$ cat src/rtl/iq_pkg.sv
// Shared types and sizing for the instruction-queue dispatch controller.
package iq_pkg;

    localparam int unsigned IQ_DEPTH = 16;
    localparam int unsigned IQ_OCC_W = $clog2(IQ_DEPTH) + 1;
    localparam int unsigned IQ_INS_W = 32;

    typedef enum logic [1:0] {
        IDLE,
        HOLD,
        FLUSH
    } iq_state_e;

    // One staging slot: valid bit plus instruction payload
    typedef struct packed {
        logic                vld;
        logic [IQ_INS_W-1:0] ins;
    } stage_slot_t;

endpackage

$ cat src/rtl/popcount4.sv
// Counts the asserted bits of a 4-bit vector (used for per-cycle dequeue count).
module popcount4 (
    input  logic [3:0] bits,
    output logic [2:0] cnt
);

    // Sum of the four single-bit terms
    always_comb begin
        cnt = 3'(bits[0]) + 3'(bits[1]) + 3'(bits[2]) + 3'(bits[3]);
    end

endmodule

$ cat src/rtl/iq_dispatch_ctrl.sv
// Dispatch controller between decode and the instruction queue. Stages up to one
// pair from decode and releases it in program order as queue occupancy allows.
module iq_dispatch_ctrl
    import iq_pkg::*;
#(
    parameter int unsigned DEPTH = IQ_DEPTH,
    parameter int unsigned INS_W = IQ_INS_W
) (
    input  logic                   clk,
    input  logic                   rst,
    input  logic                   dec_vld_1,
    input  logic                   dec_vld_2,
    input  logic [INS_W-1:0]       dec_ins_1,
    input  logic [INS_W-1:0]       dec_ins_2,
    output logic                   dec_rdy,
    input  logic                   iq_deq_1,
    input  logic                   iq_deq_2,
    input  logic                   iq_deq_3,
    input  logic                   iq_deq_4,
    input  logic                   flush,
    output logic                   ins_new_1_vld,
    output logic                   ins_new_2_vld,
    output logic [INS_W-1:0]       ins_new_1_data,
    output logic [INS_W-1:0]       ins_new_2_data,
    output logic [$clog2(DEPTH):0] iq_occ,
    output logic                   iq_full,
    output logic                   occ_err
);

    localparam int unsigned OCC_W = $clog2(DEPTH) + 1;
    localparam int unsigned SUM_W = OCC_W + 1;

    iq_state_e         state_q;
    stage_slot_t       s1_q, s2_q;
    stage_slot_t       s1_d, s2_d;
    logic [OCC_W-1:0]  occ_q, occ_d;
    logic              err_q, err_d;

    logic [2:0]        deq_cnt;
    logic [1:0]        buf_cnt;
    logic [1:0]        lim;
    logic [1:0]        n_disp;
    logic [OCC_W-1:0]  free;
    logic [SUM_W-1:0]  occ_sum;
    logic              accept;

    popcount4 u_deq_cnt (
        .bits ({iq_deq_4, iq_deq_3, iq_deq_2, iq_deq_1}),
        .cnt  (deq_cnt)
    );

    // Dispatch count: limited by buffered entries, free queue space and port width.
    // Free space uses the registered occupancy only; same-cycle dequeues are not credited.
    always_comb begin
        buf_cnt = {1'b0, s1_q.vld} + {1'b0, s2_q.vld};
        free    = OCC_W'(DEPTH) - occ_q;
        lim     = (free >= OCC_W'(2)) ? 2'd2 : free[1:0];
        if (flush) begin
            n_disp = 2'd0;
        end else begin
            n_disp = (buf_cnt < lim) ? buf_cnt : lim;
        end
    end

    // Decode handshake: a new pair is taken only if the whole buffer drains this cycle
    always_comb begin
        dec_rdy = 1'b0;
        unique case (state_q)
            IDLE:    dec_rdy = 1'b1;
            HOLD:    dec_rdy = (n_disp == buf_cnt);
            FLUSH:   dec_rdy = 1'b0;
            default: dec_rdy = 1'b0;
        endcase
        if (flush) begin
            dec_rdy = 1'b0;
        end
    end

    assign accept = dec_rdy & dec_vld_1;

    // Dispatch strobes and payloads come straight from the staging slots
    always_comb begin
        ins_new_1_vld  = (n_disp != 2'd0);
        ins_new_2_vld  = (n_disp == 2'd2);
        ins_new_1_data = INS_W'(s1_q.ins);
        ins_new_2_data = INS_W'(s2_q.ins);
    end

    // Next slot contents after this cycle's dispatch, accept or flush
    always_comb begin
        s1_d = s1_q;
        s2_d = s2_q;
        if (flush) begin
            s1_d = '0;
            s2_d = '0;
        end else if (accept) begin
            // Accept implies everything staged leaves this cycle, so both slots are free
            s1_d.vld = 1'b1;
            s1_d.ins = IQ_INS_W'(dec_ins_1);
            s2_d.vld = dec_vld_2;
            s2_d.ins = dec_vld_2 ? IQ_INS_W'(dec_ins_2) : '0;
        end else if (n_disp == buf_cnt) begin
            s1_d = '0;
            s2_d = '0;
        end else if (n_disp == 2'd1) begin
            // Partial dispatch: the younger entry becomes the oldest
            s1_d = s2_q;
            s2_d = '0;
        end
    end

    // Occupancy bookkeeping with sticky underflow detection
    always_comb begin
        occ_sum = SUM_W'(occ_q) + SUM_W'(n_disp);
        err_d   = err_q;
        occ_d   = occ_q;
        if (flush) begin
            occ_d = '0;
        end else if (occ_sum < SUM_W'(deq_cnt)) begin
            occ_d = '0;
            err_d = 1'b1;
        end else begin
            occ_d = OCC_W'(occ_sum - SUM_W'(deq_cnt));
        end
    end

    // Controller FSM and staging slot registers
    always_ff @(posedge clk or posedge rst) begin
        if (rst) begin
            state_q <= IDLE;
            s1_q    <= '0;
            s2_q    <= '0;
        end else begin
            s1_q <= s1_d;
            s2_q <= s2_d;
            if (flush) begin
                state_q <= FLUSH;
            end else begin
                unique case (state_q)
                    IDLE: begin
                        if (accept) state_q <= HOLD;
                    end
                    HOLD: begin
                        if (!s1_d.vld) state_q <= IDLE;
                    end
                    FLUSH:   state_q <= IDLE;
                    default: state_q <= IDLE;
                endcase
            end
        end
    end

    // Occupancy counter and sticky error flag; only reset clears the error
    always_ff @(posedge clk or posedge rst) begin
        if (rst) begin
            occ_q <= '0;
            err_q <= 1'b0;
        end else begin
            occ_q <= occ_d;
            err_q <= err_d;
        end
    end

    assign iq_occ  = occ_q;
    assign iq_full = (occ_q == OCC_W'(DEPTH));
    assign occ_err = err_q;

endmodule
$ cat config.mk
export PLATFORM = sky130hd
export DESIGN_NAME = iq_dispatch_ctrl
export DESIGN_NICKNAME = d
export VERILOG_FILES = /design/src/rtl/iq_pkg.sv /design/src/rtl/popcount4.sv /design/src/rtl/iq_dispatch_ctrl.sv
export SDC_FILE = /design/constraint.sdc
export NUM_CORES = 1
export LEC_CHECK = 0
export ABC_CLOCK_PERIOD_IN_PS = 4600
export CAP_MARGIN = 20
export CORE_ASPECT_RATIO = 1.25
export CORE_MARGIN = 5
export CORE_UTILIZATION = 45
export CTS_BUF_LIST = sky130_fd_sc_hd__clkbuf_2
export CTS_CLUSTER_DIAMETER = 30
export DETAILED_ROUTE_END_ITERATION = 8
export PLACE_DENSITY = 0.85
export SLEW_MARGIN = 20
export SYNTH_ARGS = -nofsm -noshare
export SYNTH_HDL_FRONTEND = slang
export SYNTH_SLANG_ARGS = --single-unit
$ cat constraint.sdc
create_clock -name clk -period 4.6 [get_ports clk]
set_input_delay 0.69 -clock clk [delete_from_list [all_inputs] [get_ports clk]]
set_output_delay 0.69 -clock clk [all_outputs]
set_load 0.03 [all_outputs]
======== Word-level counts from Yosys, hierarchy flattened ========
Index checks and enable logic that the tools add are counted.
word-level totals
  bits of input ports ..................... 73
  bits in writable memories ............... 0
  latch bits .............................. 0
  output and inout port bits .............. 74
  memories ................................ 0
  bits in registers ....................... 74
  bits in read-only memories .............. 0
  word-level logic and storage cells ...... 51
cells by class
  multiplexer cells ....................... 20
  bitwise logic cells ..................... 2
  shift-type cells ........................ 0
  eq/ne operators ......................... 7
  reduce and logical (&&, ||, !) cells .... 5
  div/mod/pow operators ................... 0
  multiply operators ...................... 0
  magnitude comparators ................... 3
  add/sub/neg operators ................... 7
operators with widths
  cell                                                                   count
  33-bit two-way mux                                                     8
  32-bit two-way mux                                                     1
  2-bit two-way mux                                                      6
  5-bit two-way mux                                                      2
  3-bit by 1-bit adder with 3-bit output                                 2
  5-bit by 2-bit adder with 6-bit output                                 1
  6-bit by 3-bit < comparator with 1-bit output                          1
  3-bit != test, second input constant                                   2
  5-bit equality test, second input constant                             1
  5-bit by 2-bit >= comparator with 1-bit output, second input constant  1
  5-bit by 3-bit subtractor with 5-bit output                            1
  5-bit subtractor, first input constant                                 1
  1-bit by 1-bit adder with 2-bit output                                 2
  2-bit by 1-bit equality test with 1-bit output, second input constant  2
  2-bit case mux with 2 select lines                                     1
  2-bit AND reduction                                                    2
  4-bit nonzero test                                                     1
  2-bit equality test                                                    1
  2-bit equality test, second input constant                             1
  2-bit logical NOT                                                      1
  2-bit < comparator                                                     1
  1-bit case mux with 2 select lines                                     1
  2-bit nonzero test                                                     1
  1-bit AND                                                              1
  other kinds (2)                                                        2

======== Depth between registers and ports, before layout ========
Gate-level depths: netlist of run 1.
  depth in word-level cells ............... 15
  depth in mapped cells ................... 22
  depth with buffers taken out ............ 21

======== Modules after synthesis ========
Synthesis of run 1 repeated with hierarchy kept, for this count alone.
second synthesis, totals
  cell total of the unflattened synthesis .. 531
  area total of the unflattened synthesis .. 4912.2 um2
by module, submodules not included
  module            instances  seq. area each (um2)  area each (um2)  cells an instance
  iq_dispatch_ctrl  1          1851.8                4848.4           523
  popcount4         1          0.0                   63.8             8

======== Worst setup path after synthesis of run 1 ========
OpenSTA, ideal clock, no wires.
  path type ............................... register to register
  start ................................... register occ_q[0], in the netlist iq_occ[0]
  end ..................................... register occ_q[4], in the netlist iq_occ[4]
  path buffers ............................ 1
  arrival time ............................ 5018 ps
  cell stages (with the launch flop) ...... 22
  setup slack ............................. -497 ps
  setup time .............................. 79 ps
  required time ........................... 4521 ps
  period minus slack after synthesis ...... 5097 ps
  path through ............................ dfrtp_1 -> inv_1 -> ha_1 -> nor3b_1 -> ha_1 -> nor3_1 -> o211ai_1 -> ha_1 -> nor2b_1 -> a41oi_2 -> nor2_1 -> clkbuf_1 -> ha_1 -> inv_1 -> fa_1 -> xnor2_1 -> ha_1 -> nor2b_1 -> nor4b_1 -> xnor2_1 -> a22oi_1 -> mux2i_1
on the way
  word-level cells in the longest chain between the ends .. 10
  elaborated cells between the ends (all ways) .. 11
  classes of those cells .................. 3 x add/sub; 3 x order compare; 5 x mux
ends and longest elaborated chain
  element                                                                                                       RTL line                                          text
  start, declared                                                                                               iq_dispatch_ctrl.sv:36                            logic [OCC_W-1:0] occ_q, occ_d;
  start signal, assigned                                                                                        iq_dispatch_ctrl.sv:156                           occ_q <= '0;
  start signal, assigned                                                                                        iq_dispatch_ctrl.sv:159                           occ_q <= occ_d;
  5-bit subtractor                                                                                              iq_dispatch_ctrl.sv:56                            free = OCC_W'(DEPTH) - occ_q;
  5-bit by 2-bit >= comparator with 1-bit output                                                                iq_dispatch_ctrl.sv:57                            lim = (free >= OCC_W'(2)) ? 2'd2 : free[1:0];
  2-bit two-way mux                                                                                             iq_dispatch_ctrl.sv:57
  2-bit < comparator                                                                                            iq_dispatch_ctrl.sv:61                            n_disp = (buf_cnt < lim) ? buf_cnt : lim;
  2-bit two-way mux                                                                                             iq_dispatch_ctrl.sv:61
  2-bit two-way mux                                                                                             iq_dispatch_ctrl.sv:58                            if (flush) begin
  5-bit by 2-bit adder with 6-bit output (*)                                                                    iq_dispatch_ctrl.sv:114                           occ_sum = SUM_W'(occ_q) + SUM_W'(n_disp);
  5-bit by 3-bit subtractor with 5-bit output or 6-bit by 3-bit < comparator with 1-bit output (tied branches)  iq_dispatch_ctrl.sv:123, iq_dispatch_ctrl.sv:119
  5-bit two-way mux (*)                                                                                         iq_dispatch_ctrl.sv:119                           end else if (occ_sum < SUM_W'(deq_cnt)) begin
  5-bit two-way mux (*)                                                                                         iq_dispatch_ctrl.sv:117                           if (flush) begin
  via occ_d[4]                                                                                                  iq_dispatch_ctrl.sv:36
The timed path passes the listed nets; every way through them passes the cells marked *.
A chain may end at the register's enable or synchronous reset.

======== Worst setup path after layout of run 1 ========
Same ends and word-level chain as after synthesis.

==> results of run 1 <==
where the power goes:
group          internal, uW  total, uW  switching, uW
clock network          59.5        269            209
registers               694        730           35.8
logic                   435        986            552
total                  1190       1980            797
per-layer routing:
metal	up-vias	wire, microns	track usage (%)
met5	-	0	0
met3	51	863	3.58
met1	2152	5680	25.4
li1	1987	-	-
met4	0	604	11.8
met2	216	7480	37.0
placed cells by master (no fill, tap or decap), types with 3 or more instances in the layout:
cell,synthesis,routed
sky130_fd_sc_hd__nand3_1,34,34
sky130_fd_sc_hd__dfrtp_1,74,72
sky130_fd_sc_hd__inv_1,21,19
sky130_fd_sc_hd__nor2_1,7,6
sky130_fd_sc_hd__ha_1,13,9
sky130_fd_sc_hd__mux2i_1,34,34
sky130_fd_sc_hd__a311oi_1,32,32
sky130_fd_sc_hd__xnor2_1,4,3
sky130_fd_sc_hd__clkdlybuf4s50_1,0,144
sky130_fd_sc_hd__nor3_1,5,4
sky130_fd_sc_hd__nand2_1,36,36
sky130_fd_sc_hd__a21oi_1,6,5
sky130_fd_sc_hd__a31oi_1,33,33
sky130_fd_sc_hd__clkbuf_2,0,11
sky130_fd_sc_hd__buf_4,72,28
sky130_fd_sc_hd__o211ai_1,67,67
path summary, 6_finish.rpt:
path                            slack, ns                             end  cells after the start
worst max-delay path                 0.17             iq_occ[4]$_DFF_PP0_                     21
worst min-delay path                 0.48          state_q[0]$_DFFE_PP0P_                      1
worst max register to register       0.17             iq_occ[4]$_DFF_PP0_                     21
worst min register to register       0.48          state_q[0]$_DFFE_PP0P_                      1
max in group asynchronous            3.10             iq_occ[0]$_DFF_PP0_                      3
min in group asynchronous            0.54  ins_new_1_data[18]$_DFFE_PP0P_                      2
worst reg2reg max path: cells and delay by family (launching register included):
| kind | cells | cell delay (ns) |
|---|---|---|
| multiplexers | 1 | 0.22 |
| flip-flops | 1 | 0.43 |
| AND/OR/NAND/NOR | 6 | 0.81 |
| adder cells (fa/ha/maj) | 6 | 1.81 |
| buffers and inverters | 4 | 0.43 |
| AO/OA/AOI/OAI | 3 | 0.56 |
| XOR/XNOR | 1 | 0.14 |
layout make-up:
cell class | instances | area (sq um) | area share, %
Tap cell | 132 | 165 | 2.65
Clock inverter | 2 | 8.76 | 0.141
Inverter | 22 | 83.8 | 1.35
Timing Repair Buffer | 174 | 1680 | 26.9
Multi-Input combinational cell | 304 | 2380 | 38.3
Antenna cell | 1 | 2.50 | 0.0402
Sequential cell | 74 | 1850 | 29.8
Clock buffer | 10 | 50.0 | 0.804
registers in the layout (all words and copies together) (netlist names):
register,flops
ins_new_1_data,32
ins_new_2_data,32
iq_occ,5
occ_err,1
s1_q,1
s2_q,1
state_q,2
logic make-up after synthesis:
group,Yosys count,share of synthesized area (%)
flops,74,37.5
fa+ha+maj,16,4.51
buf+inv,142,17.0
simple gates,94,9.23
compound gates,154,23.4
mux,34,6.89
xor+xnor,6,1.37
metrics by stage:
step	total power, uW	cell area, sq um	utilization, %	TNS (ns)
floorplan	1280	4960	-	0
global placement	1510	6020	56.4	0
detailed placement	1550	6020	56.4	-0.458
CTS	1880	6110	57.3	0
global route	2100	6220	58.3	-0.265
finish	1980	6220	58.3	0
repair_timing:
item                       4_1_cts  5_1_grt
setup buffers                    3        7
pin swaps                        2        6
resized for setup                6       13
setup endpoints to repair        8        9
==> qor.csv, run 1 <==
stage;metric;value;unit
synthesis;ys_top_cells_by_area;sky130_fd_sc_hd__dfrtp_1 38%, sky130_fd_sc_hd__buf_4 11%, sky130_fd_sc_hd__o211ai_1 10%, sky130_fd_sc_hd__mux2i_1 6.9%, sky130_fd_sc_hd__a311oi_1 5.7%;
cells_and_area;layout-drive-gt1-share;11.8;%
floorplan;ios;147;
sta;rsz0062_at_grt;true;
cells_and_area;layout.cells.non_filler;719;
synthesis;netlist_instances;520;
synthesis;synth.yosys.warnings;0;
cells_and_area;syn_to_final_growth;26.1;%
place;finalWeightedCongestion;0.846;
sta;tightest_slew;0.716;ns
worst_setup_path;critical_path.cell_chain;inv_1, ha_4, nor3b_2, ha_1, nor3_4, o211ai_1, buf_4, inv_1, ha_2, nor2b_2, a41oi_2, nor2_2, ha_2, inv_1, fa_2, fa_1, nor2b_4, nor4b_4, xnor2_1, a22oi_1, mux2i_1;
place;dp_hpwl;9.87;mm
synthesis;synthTopCellsByCount;74 x sky130_fd_sc_hd__dfrtp_1, 72 x sky130_fd_sc_hd__buf_4, 67 x sky130_fd_sc_hd__o211ai_1;
drt;totalWireLength;14.6;mm
sta;timing.slew.headroom;52.3;%
worst_setup_path;crit_fanout;4;
worst_setup_path;endpoint_kind;register;
power;leakagePower;0.00261;uW
floorplan;floorplan.die_area;0.0132;sq mm
drt;avgRoutedWirePerCell;20.3;microns
sta;final_min_period_over_clock_period;96.4;%
floorplan;chipWidth;104;microns
floorplan;start_util;46.3;%
worst_setup_path;cpMostUsedCell;sky130_fd_sc_hd__inv_1;
drt;number_of_nets_with_antenna_violations_after_routing;0;
clock_network;cts-root-buf;sky130_fd_sc_hd__clkbuf_2;
worst_setup_path;critical_path.n_buffers_inverters;4;
global_routing;globalRoute.totalOverflow;0;
clock_network;clkSlewWorstSetupHoldPaths;0.18;ns
clock_network;clkSinkCount;74;
global_routing;grt_pass1_vias;4533;
sta;slew_viol_final;0;
synthesis;yosys_most_used_dff;sky130_fd_sc_hd__dfrtp_1;
synthesis;yosysUniqueCellTypes;41;
drt;route.detailed.vias_per_inst;6.13;
worst_setup_path;crit_slowest_cell;sky130_fd_sc_hd__fa_1;
worst_setup_path;reg2reg_from;iq_occ[0]$_DFF_PP0_;
place;detailedPlace.worstSlack;-0.224;ns
clock_network;cts_tree;yes;
floorplan;die_height;127;microns
synthesis;synth.cell_area;0.00494;sq mm
synthesis;post_synth.cell_area_avg;9.49;sq um
sta;finalSetupViolCount;0;
sta;fmaxAchievable;226;MHz
synthesis;most_common_cell_in_the_synthesized_netlist;sky130_fd_sc_hd__dfrtp_1;
global_routing;grt_first_pass_wirelength;23.2;mm
synthesis;synth_sequential_area_ratio;37.5;%
clock_network;cts-buffers-inserted;9;
run;maxCapViolCount;0;
global_routing;tot_gr_track_use;21.4;%
sta;setup_slack;0.167;ns
drt;post-route-drc-count;0;
synthesis;synth-seq-cells;74;
worst_setup_path;crit_path_start_kind;register;
power;ir_drop;0.147;mV
clock_network;cts_htree_levels;3;
global_routing;grt_start_max_net_pins;69;
drt;detailroute.via_count;4406;
power;power.density_cell_area;319;mW/mm^2
place;place.detailed.instances;696;
global_routing;antenna_found_initial;1;
synthesis;postSynth.asyncResetShare;100;%
place;numPortBuffers;146;
worst_setup_path;worst_setup_path_startpoint;iq_occ[0]$_DFF_PP0_;
cells_and_area;num-nets-final;674;
clock_network;cts_buffer_depth;2;
drt;initial_detailed_routing_violation_count;309;
worst_setup_path;worstSetupPathType;register to register;
synthesis;post-synth-top-area-fraction;37.5;%
floorplan;core_region_area;0.0107;sq mm
sta;fin_crit;4.43;ns
worst_setup_path;cp_slowest_stage_delay;0.50;ns
clock_network;clkLatencyLatePin;0.51;ns
synthesis;synthDominantAreaCellType;sky130_fd_sc_hd__dfrtp_1;
sta;whs;0.484;ns
outcome;status;finished clean;
worst_setup_path;critPathTopFamily;adder cells;
clock_network;ctsHoldBuffers;0;
hold_path;hold_path_class;register to register;
synthesis;number_of_enable_flip_flop_cells_after_synthesis;0;
hold_path;timing.hold.worst.start;state_q[1]$_DFFE_PP0P_;
drt;drt-pass1-iter-count;5;
floorplan;num_rows;42;
cells_and_area;fillCellCount;889;
worst_setup_path;worstPathRequired;5.04;ns
synthesis;syn_nets;609;
sta;final_hold_viol_count;0;
sta;finalClockSkew;0.0282;ns
worst_setup_path;worst_ep_arrival_time;4.87;ns
No activity file was read; power rests on OpenSTA's default activity.
==> inputs of run 2 (changes only) <==
Settings changed: ABC_CLOCK_PERIOD_IN_PS 4600 to 3700.
Clock period 4.6 ns to 3.7 ns, I/O delays scaled along.
==> run 2 against run 1 <==
Against the previous run: the run now ends with setup timing left; via count grew 3.7%; sequential cell count did not move; total power grew 51%; sequential power up 23%; register-to-register slack lost 0.65 ns; routed wire length rose by 8.7%; critical path depth fell by 1; hold slack better by 0.0054 ns.
==> qor.csv, run 2 (same netlist as run 1, synthesis figures left out) <==
stage;metric;value;unit
place;place.detailed.instances;712;
sta;setup_slack;-0.485;ns
cells_and_area;syn_to_final_growth;34.8;%
drt;wirelength_met1;6.16;mm
sta;finalClockSkew;0.0321;ns
place;dp_hpwl;10.0;mm
outcome;status;finished with violations;
outcome;violated_checks;setup timing;
hold_path;hold_path_class;input pin to async pin;
sta;whs;0.490;ns
worst_setup_path;crit_fanout;3;
floorplan;chipWidth;104;microns
global_routing;antenna_found_initial;0;
cells_and_area;layout.cells.most_common;sky130_fd_sc_hd__clkdlybuf4s50_1;
clock_network;clkSlewWorstSetupHoldPaths;0.23;ns
worst_setup_path;r2r_setup_slack;-0.48;ns
floorplan;core_region_area;0.0107;sq mm
place;detailedPlace.worstSlack;-0.411;ns
worst_setup_path;reg2reg_from;iq_occ[1]$_DFF_PP0_;
floorplan;die_height;127;microns
run;maxCapViolCount;0;
global_routing;globalRoute.totalOverflow;0;
clock_network;cts_tree;yes;
place;finalWeightedCongestion;0.799;
global_routing;grt_first_pass_wirelength;24.6;mm
drt;dr_wl_met3;1.07;mm
clock_network;clkLatencyLatePin;0.51;ns
cells_and_area;layout.cells.non_filler;747;
drt;post-route-drc-count;0;
power;ir_drop;0.226;mV
power;power;3000;uW
sta;finalSetupViolCount;8;
drt;detailroute.via_count;4568;
drt;initial_detailed_routing_violation_count;290;
sta;rsz0062_at_grt;true;
clock_network;cts-root-buf;sky130_fd_sc_hd__clkbuf_2;
worst_setup_path;crit_path_start_kind;register;
drt;drt-pass1-iter-count;5;
sta;final_min_period_over_clock_period;113;%
sta;fmaxAchievable;239;MHz
clock_network;cts_buffer_depth;2;
drt;met2RoutedLength;8.12;mm
worst_setup_path;critical_path.reg2reg.endpoint;iq_occ[4]$_DFF_PP0_;
drt;top_layer;met4;
worst_setup_path;endpoint_kind;register;
drt;route.detailed.vias_per_inst;6.12;
global_routing;grt_pass1_vias;4800;
floorplan;ios;147;
clock_network;cts-buffers-inserted;9;
sta;tightest_slew;0.910;ns
worst_setup_path;worstPathRequired;4.12;ns
sta;fin_crit;4.18;ns
cells_and_area;diodes;0;
cells_and_area;num-nets-final;699;
clock_network;clkSinkCount;74;
cells_and_area;mostFrequentLayoutCells;143 x sky130_fd_sc_hd__clkdlybuf4s50_1, 72 x sky130_fd_sc_hd__dfrtp_1, 67 x sky130_fd_sc_hd__o211ai_1;
worst_setup_path;ff2ff_path_depth;20;
sta;slew_viol_final;0;
worst_setup_path;worst_ep_arrival_time;4.60;ns
place;numPortBuffers;146;
floorplan;floorplan.die_area;0.0132;sq mm
power;leakagePower;0.00283;uW
floorplan;num_rows;42;
global_routing;tot_gr_track_use;22.5;%
clock_network;cts_htree_levels;3;
cells_and_area;layout-drive-gt1-share;17.1;%
global_routing;grt_start_max_net_pins;69;
sta;final_hold_viol_count;0;
worst_setup_path;worstSetupPathType;register to register;
sta;timing.slew.headroom;39.3;%
floorplan;start_util;46.3;%
drt;avgRoutedWirePerCell;21.3;microns
drt;totalWireLength;15.9;mm
power;power.density_cell_area;450;mW/mm^2
drt;number_of_nets_with_antenna_violations_after_routing;0;
-- run 2: routing by layer --
layer | vias up | GRT usage [%]
met5 | - | 0
met4 | 0 | 9.22
met3 | 45 | 4.99
met2 | 253 | 38.9
met1 | 2217 | 27.2
li1 | 2053 | -
-- run 2: cell type report --
class / count / area [sq um]
fill: 853 / 4010
multi-input combinational: 305 / 2460
timing repair buffer: 198 / 1930
sequential: 74 / 1850
tap: 132 / 165
clock inverter: 7 / 108
inverter: 22 / 86.3
clock buffer: 9 / 45.0
-- run 2: what timing repair did --
| action | 4_1_cts | 5_1_grt |
|---|---|---|
| hold buffers | 0 | 0 |
| gates cloned | 1 | 1 |
| endpoints found under the setup margin | 9 | 75 |
| pin swaps | 16 | 7 |
| gates resized for setup | 24 | 17 |
| buffers inserted | 14 | 4 |
-- run 2: how the worst max path moves through the flow --
stage / start / endpoint / slack (ns) / cells after the start
6_report: iq_occ[1]$_DFF_PP0_ / iq_occ[4]$_DFF_PP0_ / -0.48 / 20
5_1_grt: iq_occ[0]$_DFF_PP0_ / iq_occ[4]$_DFF_PP0_ / -0.68 / 20
4_1_cts: iq_occ[1]$_DFF_PP0_ / iq_occ[4]$_DFF_PP0_ / -0.38 / 19
3_5_place_dp: iq_occ[0]$_DFF_PP0_ / iq_occ[4]$_DFF_PP0_ / -0.41 / 20
3_3_place_gp: iq_occ[0]$_DFF_PP0_ / iq_occ[4]$_DFF_PP0_ / -0.22 / 20
2_1_floorplan: iq_occ[0]$_DFF_PP0_ / iq_occ[4]$_DFF_PP0_ / -0.68 / 21
-- run 2: report_power, final --
group	internal, uW	total, uW	switching (uW)
clock network	285	574	288
registers	863	900	37.3
logic	718	1520	805
-- run 2: critical path: stages (launching register included) --
cell	delay, ns
sky130_fd_sc_hd__dfrtp_2	0.42
sky130_fd_sc_hd__inv_2	0.05
sky130_fd_sc_hd__ha_4	0.15
sky130_fd_sc_hd__nor3b_2	0.14
sky130_fd_sc_hd__ha_1	0.31
sky130_fd_sc_hd__nor3_2	0.16
sky130_fd_sc_hd__o211ai_1	0.17
sky130_fd_sc_hd__ha_1	0.31
sky130_fd_sc_hd__nor2b_4	0.16
sky130_fd_sc_hd__a41oi_4	0.06
sky130_fd_sc_hd__nor2_4	0.19
sky130_fd_sc_hd__ha_4	0.17
sky130_fd_sc_hd__inv_4	0.04
sky130_fd_sc_hd__fa_2	0.41
sky130_fd_sc_hd__xnor2_2	0.14
sky130_fd_sc_hd__ha_1	0.29
sky130_fd_sc_hd__nor2b_4	0.15
sky130_fd_sc_hd__nor4b_4	0.24
sky130_fd_sc_hd__xnor2_1	0.10
sky130_fd_sc_hd__a22oi_1	0.22
sky130_fd_sc_hd__mux2i_1	0.25
-- run 2: stage by stage --
stage / utilization (%) / instance area, sq um / TNS (ns)
2_1_floorplan: - / 5020 / -3.17
3_3_place_gp: 58.0 / 6190 / -0.630
3_5_place_dp: 58.0 / 6190 / -1.94
4_1_cts: 61.5 / 6560 / -2.48
5_1_grt: 62.4 / 6660 / -4.62
6_report: 62.4 / 6660 / -3.24
